--- config.mk ---
export PLATFORM = sky130hd
export DESIGN_NAME = seq_mult_unit_flat
export DESIGN_NICKNAME = d
export VERILOG_FILES = /design/src/rtl/seq_mult_unit_if.sv /design/src/rtl/seq_mult_unit.sv /design/src/flat_wrapper.sv
export SDC_FILE = /design/constraint.sdc
export NUM_CORES = 1
export LEC_CHECK = 0
export BUFFER_PORTS_ARGS = -buffer_cell sky130_fd_sc_hd__buf_4
export CAP_MARGIN = 10
export CORE_MARGIN = 2
export CORE_UTILIZATION = 55
export CTS_BUF_LIST = sky130_fd_sc_hd__clkbuf_16
export DETAILED_ROUTE_END_ITERATION = 8
export PLACE_DENSITY = 0.75
export SKIP_LAST_GASP = 1
export SLEW_MARGIN = 15
export SYNTH_ARGS = -nofsm -noshare
export SYNTH_HDL_FRONTEND = slang
export SYNTH_SLANG_ARGS = --single-unit
export TNS_END_PERCENT = 100
--- constraint.sdc ---
create_clock -name clk -period 15.7 [get_ports clk]
set_clock_uncertainty 0.2 [all_clocks]
set_input_delay 1.57 -clock clk [delete_from_list [all_inputs] [get_ports clk]]
set_output_delay 1.57 -clock clk [all_outputs]
set_load 0.05 [all_outputs]
--- src/rtl/seq_mult_unit_if.sv ---
// Operand/result bundle between the EX-stage control and the iterative multiplier.
// master drives the request side; slave is the multiplier itself.
interface seq_mult_unit_if #(
    parameter int WIDTH = 32
);
    logic             start_mult;
    logic             mult_sign;
    logic [WIDTH-1:0] src_a;
    logic [WIDTH-1:0] src_b;
    logic             busy;
    logic             done;
    logic [WIDTH-1:0] hi;
    logic [WIDTH-1:0] lo;

    modport master (
        output start_mult, mult_sign, src_a, src_b,
        input  busy, done, hi, lo
    );

    modport slave (
        input  start_mult, mult_sign, src_a, src_b,
        output busy, done, hi, lo
    );
endinterface

--- src/rtl/seq_mult_unit.sv ---
// Radix-2 shift-add MULT/MULTU unit: done and HI/LO appear WIDTH+1 cycles after accept.
// No backpressure: starts are taken only in IDLE (including the done cycle), otherwise ignored.
module seq_mult_unit #(
    parameter int WIDTH = 32
) (
    input logic            clk,
    input logic            reset,
    seq_mult_unit_if.slave mif
);
    localparam int CW = (WIDTH > 2) ? $clog2(WIDTH) : 1;

    localparam logic [1:0] S_IDLE = 2'd0;
    localparam logic [1:0] S_RUN  = 2'd1;
    localparam logic [1:0] S_FIN  = 2'd2;

    logic [1:0]         state;
    logic [CW-1:0]      cnt;
    logic [WIDTH-1:0]   mcand;
    logic [WIDTH-1:0]   mplier;
    logic [WIDTH-1:0]   acc_hi;
    logic [WIDTH-1:0]   acc_lo;
    logic               neg_flag;
    logic               done_q;
    logic [WIDTH-1:0]   hi_q;
    logic [WIDTH-1:0]   lo_q;

    logic [WIDTH-1:0]   abs_a;
    logic [WIDTH-1:0]   abs_b;
    logic [WIDTH:0]     sum;
    logic [2*WIDTH-1:0] product;
    logic [2*WIDTH-1:0] result;

    // Magnitude of -2^(W-1) wraps to 2^(W-1), which is exactly right as an unsigned value.
    always_comb begin
        abs_a   = (mif.mult_sign && mif.src_a[WIDTH-1]) ? (~mif.src_a + 1'b1) : mif.src_a;
        abs_b   = (mif.mult_sign && mif.src_b[WIDTH-1]) ? (~mif.src_b + 1'b1) : mif.src_b;
        sum     = {1'b0, acc_hi} + (mplier[0] ? {1'b0, mcand} : {(WIDTH+1){1'b0}});
        product = {acc_hi, acc_lo};
        result  = neg_flag ? (~product + 1'b1) : product;
    end

    always_ff @(posedge clk or posedge reset) begin
        if (reset) begin
            state    <= S_IDLE;
            cnt      <= '0;
            mcand    <= '0;
            mplier   <= '0;
            acc_hi   <= '0;
            acc_lo   <= '0;
            neg_flag <= 1'b0;
            done_q   <= 1'b0;
            hi_q     <= '0;
            lo_q     <= '0;
        end else begin
            done_q <= 1'b0;
            case (state)
                S_IDLE: begin
                    if (mif.start_mult) begin
                        mcand    <= abs_a;
                        mplier   <= abs_b;
                        neg_flag <= mif.mult_sign & (mif.src_a[WIDTH-1] ^ mif.src_b[WIDTH-1]);
                        acc_hi   <= '0;
                        acc_lo   <= '0;
                        cnt      <= CW'(WIDTH - 1);
                        state    <= S_RUN;
                    end
                end
                S_RUN: begin
                    // Carry bit of the add lands in acc_hi MSB as the pair shifts right.
                    acc_hi <= sum[WIDTH:1];
                    acc_lo <= {sum[0], acc_lo[WIDTH-1:1]};
                    mplier <= mplier >> 1;
                    cnt    <= cnt - 1'b1;
                    if (cnt == '0) begin
                        state <= S_FIN;
                    end
                end
                S_FIN: begin
                    hi_q   <= result[2*WIDTH-1:WIDTH];
                    lo_q   <= result[WIDTH-1:0];
                    done_q <= 1'b1;
                    state  <= S_IDLE;
                end
                default: state <= S_IDLE;
            endcase
        end
    end

    assign mif.busy = (state != S_IDLE);
    assign mif.done = done_q;
    assign mif.hi   = hi_q;
    assign mif.lo   = lo_q;
endmodule
--- src/flat_wrapper.sv ---
// flat-port wrapper written by rule: the top's interface ports become plain ports
module seq_mult_unit_flat 
#(
    parameter int WIDTH = 32
)
  (clk, reset, mif_start_mult, mif_mult_sign, mif_src_a, mif_src_b, mif_busy, mif_done, mif_hi, mif_lo);
  seq_mult_unit_if #(.WIDTH(WIDTH)) mif_i ();
  input logic clk;
  input logic reset;
  input wire logic [$bits(mif_i.start_mult)-1:0] mif_start_mult;
  input wire logic [$bits(mif_i.mult_sign)-1:0] mif_mult_sign;
  input wire logic [$bits(mif_i.src_a)-1:0] mif_src_a;
  input wire logic [$bits(mif_i.src_b)-1:0] mif_src_b;
  output wire logic [$bits(mif_i.busy)-1:0] mif_busy;
  output wire logic [$bits(mif_i.done)-1:0] mif_done;
  output wire logic [$bits(mif_i.hi)-1:0] mif_hi;
  output wire logic [$bits(mif_i.lo)-1:0] mif_lo;
  assign mif_i.start_mult = mif_start_mult;
  assign mif_i.mult_sign = mif_mult_sign;
  assign mif_i.src_a = mif_src_a;
  assign mif_i.src_b = mif_src_b;
  assign mif_busy = mif_i.busy;
  assign mif_done = mif_i.done;
  assign mif_hi = mif_i.hi;
  assign mif_lo = mif_i.lo;
  seq_mult_unit #(.WIDTH(WIDTH)) u_core (.clk(clk), .reset(reset), .mif(mif_i));
endmodule
# Yosys cells after proc, flatten, opt, wreduce, memory -nomap -nowiden
# Index checks and enable logic that the tools add are counted.
dict set report op_classes {
  addsub 5
  reduce_logical 9
  eq_ne 4
  mux 15
  bitwise 5
}
# op n
set ops {}
lappend ops {{$pmux 32 s2} 3}
lappend ops {{$mux 32} 5}
lappend ops {{$add 32x1->32 const B} 2}
lappend ops {{$add 64x1->64 const B} 1}
lappend ops {{$mux 64} 1}
lappend ops {{$not 32->32} 2}
lappend ops {{$not 64->64} 1}
lappend ops {{$add 32x33->33} 1}
lappend ops {{$pmux 5 s2} 1}
lappend ops {{$reduce_and 2->1} 3}
lappend ops {{$logic_not 5->1} 1}
lappend ops {{$mux 5} 1}
lappend ops {{$sub 5x1->5 const B} 1}
lappend ops {{$mux 2} 2}
lappend ops {{$pmux 2 s2} 1}
lappend ops {{$reduce_bool 2->1} 2}
lappend ops {{$eq 2x1->1 const B} 1}
lappend ops {{$eq 2x2->1 const B} 1}
lappend ops {{$logic_and 1x1->1} 2}
lappend ops {{$logic_not 2->1} 1}
lappend ops {{$ne 2x1->1 const B} 1}
lappend ops {{$ne 2x2->1 const B} 1}
lappend ops {{$and 1x1->1} 1}
lappend ops {{$mux 1} 1}
lappend ops {{$xor 1x1->1} 1}
dict set report totals {
  input_bits 68
  output_inout_bits 66
  regBits 201
}

# Logic depth before layout (Yosys ltp)
dict set report logic_depth {
  ltp_word 5
  ltp_mapped 11
  mapped_depth_nobuf 11
}

# Least setup slack after synthesis
# Ideal clock, no wire load.
dict set report synth_path {
  path_kind {in2reg}
  startpoint {input mif_src_a[10]}
  endpoint {register u_core.mcand[29]}
  cell_stages 7
  required_ns 15.371
  path_slack_ns 11.650
  arrival_ns 3.721
  cell_sequence {or4_1 -> or4_1 -> or3_1 -> nand2b_1 -> o31ai_1 -> xor2_1 -> o21ai_1}
}
dict set report synth_between {
  elab_chain_len 3
}
# item line
set synth_lines {}
lappend synth_lines {{from (decl)} flat_wrapper.sv:12} ;# input wire logic [$bits(mif_i.src_a)-1:0] mif_src_a;
lappend synth_lines {{$not 32->32} seq_mult_unit.sv:35} ;# abs_a = (mif.mult_sign && mif.src_a[WIDTH-1]) ? (~mif.src_a + 1'b1) : mif.src_a;
lappend synth_lines {{$add 32x1->32} seq_mult_unit.sv:35}
lappend synth_lines {{$mux 32} seq_mult_unit.sv:35}
lappend synth_lines {{to (signal assigned)} seq_mult_unit.sv:59} ;# mcand <= abs_a;
lappend synth_lines {{to (decl)} seq_mult_unit.sv:18} ;# logic [WIDTH-1:0] mcand;
# Every way passes these cells.
# A chain may end at the register's enable or synchronous reset.

# Worst setup path in the final report
dict set report layout_path {
  startpoint {input mif_src_b[1]}
  endpoint {register u_core.mplier[27]}
}
dict set report layout_between {
  elab_chain_len 5
}
# item line
set layout_lines {}
lappend layout_lines {{from (decl)} flat_wrapper.sv:13} ;# input wire logic [$bits(mif_i.src_b)-1:0] mif_src_b;
lappend layout_lines {{$not 32->32} seq_mult_unit.sv:36} ;# abs_b = (mif.mult_sign && mif.src_b[WIDTH-1]) ? (~mif.src_b + 1'b1) : mif.src_b;
lappend layout_lines {{$add 32x1->32} seq_mult_unit.sv:36}
lappend layout_lines {{$mux 32} seq_mult_unit.sv:36}
lappend layout_lines {{$mux 32} seq_mult_unit.sv:58} ;# if (mif.start_mult) begin
lappend layout_lines {{$pmux 32 s2} seq_mult_unit.sv:56} ;# case (state)
lappend layout_lines {{to (signal assigned)} seq_mult_unit.sv:60} ;# mplier <= abs_b;
lappend layout_lines {{to (signal assigned)} seq_mult_unit.sv:72} ;# mplier <= mplier >> 1;
lappend layout_lines {{to (decl)} seq_mult_unit.sv:19} ;# logic [WIDTH-1:0] mplier;
# Every way passes these cells. The select of a mux whose other input is x is not followed.

==> summary.log <==
INFO  clock_tree     cts_buffer_depth=3
INFO  yosys          ys_async_sr_fraction=1.000
INFO  worst_setup_path critPathMaxFanout=6
INFO  route          drt-initial-drc-count=549
INFO  clock_tree     clock_insertion_delay_worst_skew=0.50ns
INFO  pwr            power_frac_comb=0.467
INFO  job            maxCapViolations=0
INFO  finish         design.final.nets=1586
INFO  worst_setup_path setup.worst_path.start_class=primary input
INFO  sta            finalWorstSetupSlack=11.55ns
INFO  finish         post_route_cells_drive_above_1_share=0.1258
INFO  yosys          synthTopCellsByArea=dfrtp_1 42%, o21ai_0 9.3%, nand2_1 7.4%
INFO  route          detail_route.wl_per_cell=15.75um
INFO  worst_hold_path worstHoldPathType=reg -> reg
INFO  die            die_h=151.9um
INFO  sta            timing.fmax=240.7MHz
INFO  yosys          synth_cells=1398
INFO  finish         syn_to_final_growth=15.26%
INFO  clock_tree     path_clk_slew=0.06ns
INFO  clock_tree     holdBufCountCts=0
INFO  grt            antenna_found_initial=0
INFO  yosys          yosysTopAreaCell=dfrtp_1
INFO  yosys          syn_nets=1504
INFO  worst_setup_path cell_repeated_most_along_the_worst_path=or4_1
INFO  die            die_area=23060um^2
INFO  sta            layout_min_cycle_time=4.155ns
INFO  sta            worst-slew-pin-transition=1.144ns
INFO  status         outcome=completed
INFO  pwr            leakagePower=0.006107uW
INFO  route          drt_wl_total=27.96mm
INFO  yosys          synth_top_area_share=0.4184
INFO  placed_design  dp_hpwl=19.66mm
INFO  yosys          post_synth_edffs=0
INFO  clock_tree     cts_num_sinks=201
INFO  clock_tree     cts_max_level=1
INFO  finish         final_common_cell=nand2_1
INFO  yosys          synthesis.yosys.warnings=0
INFO  yosys          synth_cell_types=59
INFO  die            initial_standard_cell_utilization_of_the_core=0.5561
INFO  route          drt.antenna.violating_nets=0
INFO  pwr            clockPowerShare=0.190
INFO  finish         n_fill_cell=1884
INFO  clock_tree     clock-root-buffer=clkbuf_16
INFO  placed_design  gp_congestion=0.9048
INFO  die            ios=134
INFO  route          detailroute.via_count=10240
INFO  die            placementRows=54
INFO  worst_setup_path setup.reg_to_reg.worst_slack=12.00ns
INFO  yosys          synth-main-ff-cell=dfrtp_1
INFO  grt            grt_pass1_wl=47.26mm
INFO  sta            grt_setup_unrepaired=no
INFO  grt            grt_pass1_vias=9536
INFO  sta            maxSlewHeadroom=0.2358
INFO  pwr            sequentialPowerShare=0.343
INFO  placed_design  pre_cts_slack=11.08ns
INFO  worst_setup_path required=15.84ns
INFO  sta            hold_violations=0
INFO  placed_design  buffers_added_on_ports=133
INFO  yosys          synth_sequential_area_ratio=0.4184
INFO  sta            fin_crit_sh=0.2646
INFO  clock_tree     post_cts_resize_count=0
INFO  grt            grt_max_degree=136
INFO  grt            globalRouteTotalUtil=0.2395
INFO  worst_setup_path cp_data_arrival_time=4.29ns
INFO  yosys          avgSynthCellArea=8.600um^2
INFO  clock_tree     tritoncts.num_buffers=22
INFO  pwr            power_per_cell_area=191.9nW/um^2
INFO  finish         diodes=0
INFO  worst_setup_path critical-path-top-delay-family=simple AND/OR/NAND/NOR gates
INFO  route          vias_per_cell=5.767
INFO  clock_tree     cts_tree=done
INFO  pwr            vdd_ir_max=84.72uV
INFO  sta            setup_violations=0
INFO  pwr            intPower=1487uW
INFO  grt            global_route.overflow_total=0
INFO  yosys          synthesis.area=12020um^2
INFO  pwr            power.switching=1172uW
INFO  worst_setup_path critical_path.endpoint_type=register
INFO  worst_setup_path critPathBufInv=1
INFO  worst_setup_path timing.critical_path.slowest_cell_delay=0.66ns
INFO  worst_setup_path critPathSlowestCell=nor4_1
INFO  route          drt_first_pass_iters=5
INFO  pwr            net_sw_frac=0.4407
INFO  finish         mostFrequentLayoutCells=236 x nand2_1, 224 x o21ai_0, 200 x dfrtp_1, 140 x buf_4, 97 x xor2_1
INFO  die            die_x=151.9um
INFO  route          drt_drc_violations_left=0
INFO  die            floorplan.core_area=21620um^2
INFO  clock_tree     cts.repair_timing.setup_buffer_count=0
INFO  yosys          yosys_register_bits=201
INFO  sta            finalMaxSlewViolations=0
INFO  worst_setup_path path_cells=buf_4, or4_1, or4_1, nor4_1, nand2_1, nor3_1, mux2i_1, o21ai_0
INFO  worst_setup_path critPathKind=in -> reg
INFO  sta            setup-tns-final=0ns
==> power groups by stage <==
| stage | clock network [uW] | logic (uW) | registers [uW] |
|---|---|---|---|
| 3_5_place_dp | 0 | 1240 | 917 |
| 6_report | 505 | 1240 | 912 |
| 3_3_place_gp | 0 | 1210 | 907 |
| 4_1_cts | 513 | 1240 | 909 |
| 2_1_floorplan | 0 | 896 | 927 |
| 5_1_grt | 535 | 1400 | 941 |
==> sequential cells by signal, summed over array words and instances, names as in the netlist <==
name / count
u_core.acc_hi: 32
u_core.acc_lo: 32
u_core.cnt: 5
u_core.mcand: 32
u_core.mif.done: 1
u_core.mif.hi: 32
u_core.mif.lo: 32
u_core.mplier: 32
u_core.neg_flag: 1
u_core.state: 2
==> through the flow <==
| stage | hold WS, ns | area [um^2] | total power, uW | cells | util |
|---|---|---|---|---|---|
| after CTS | 0.2752 | 13860 | 2666 | 1775 | 0.6409 |
| after global placement | 0.2534 | 13150 | 2120 | 1736 | 0.6083 |
| final | 0.2687 | 13860 | 2659 | 1775 | 0.6409 |
| after detailed placement | 0.2619 | 13150 | 2155 | 1736 | 0.6083 |
| after global routing | 0.2923 | 13860 | 2879 | 1775 | 0.6409 |
| after floorplan | 0.2383 | 12020 | 1823 | 1398 | - |
==> synth_stat cells, types with 7 or more instances <==
cell type / n
inv_1: 30
nand2_1: 237
o31ai_1: 33
a211oi_1: 7
clkbuf_1: 81
o41ai_1: 18
and3_1: 8
nor4_1: 10
xor2_1: 97
a32o_1: 9
o21ai_0: 224
nand2b_1: 7
or3_1: 18
or4_1: 17
a31oi_1: 11
xnor2_1: 38
nand3_1: 25
dfrtp_1: 201
a22oi_1: 24
a21oi_1: 64
nor2_1: 48
a21o_1: 15
o211ai_1: 8
and2_1: 36
nor3_1: 24
ha_1: 37
==> final timing paths <==
| kind | startpoint | end | depth (start not counted) |
|---|---|---|---|
| worst max-delay path | mif_src_b[1] | u_core.mplier[27]$_DFFE_PP0P_ | 8 |
| worst min-delay path | u_core.mcand[7]$_DFFE_PP0P_ | u_core.mcand[7]$_DFFE_PP0P_ | 2 |
| worst max register to register | u_core.mplier[0]$_DFFE_PP0P_ | u_core.acc_hi[27]$_DFFE_PP0P_ | 12 |
| worst min register to register | u_core.mcand[7]$_DFFE_PP0P_ | u_core.mcand[7]$_DFFE_PP0P_ | 2 |
| max in group asynchronous | reset | u_core.acc_hi[1]$_DFFE_PP0P_ | 3 |
| min in group asynchronous | reset | u_core.mif.lo[3]$_DFFE_PP0P_ | 2 |
==> cells by family (layout without fill, tap and decap cells) <==
logic type,Yosys count,in the layout,share of synthesized area
xor+xnor,135,135,0.09834
compound gates,448,448,0.2243
simple gates,458,458,0.1789
buf+inv,112,209,0.03497
flops,201,201,0.4184
mux,6,6,0.004996
fa+ha+maj,38,38,0.04017
==> routing by layer <==
| metal | part of all wire | wire length [um] | track usage |
|---|---|---|---|
| met1 | 0.49 | 13730 | 0.3629 |
| met2 | 0.44 | 12280 | 0.3732 |
| met3 | 0.056 | 1566 | 0.02995 |
| met4 | 0.014 | 391 | 0.04806 |
| met5 | 0 | 0 | 0 |
==> cell type report <==
cell class | instances | area [um^2] | share of cell area
clock buffers | 23 | 575.6 | 0.04154
well taps | 280 | 350.3 | 0.02528
multi-input cells | 1085 | 6600 | 0.4763
flip-flops and latches | 201 | 5031 | 0.3631
repair buffers | 140 | 1051 | 0.07585
inverters | 30 | 120.1 | 0.008668
clock inverters | 16 | 128.9 | 0.009300
==> worst register-to-register path: cells and delay by family, from the launching register on <==
kind	cells	cell delay, ns
and+or+nand+nor	2	0.42
adders and majority gates	2	0.62
buffers and inverters	2	0.31
DFF	1	0.32
AOI/OAI and AO/OA	6	1.72
(Power assumes the default switching activity.)
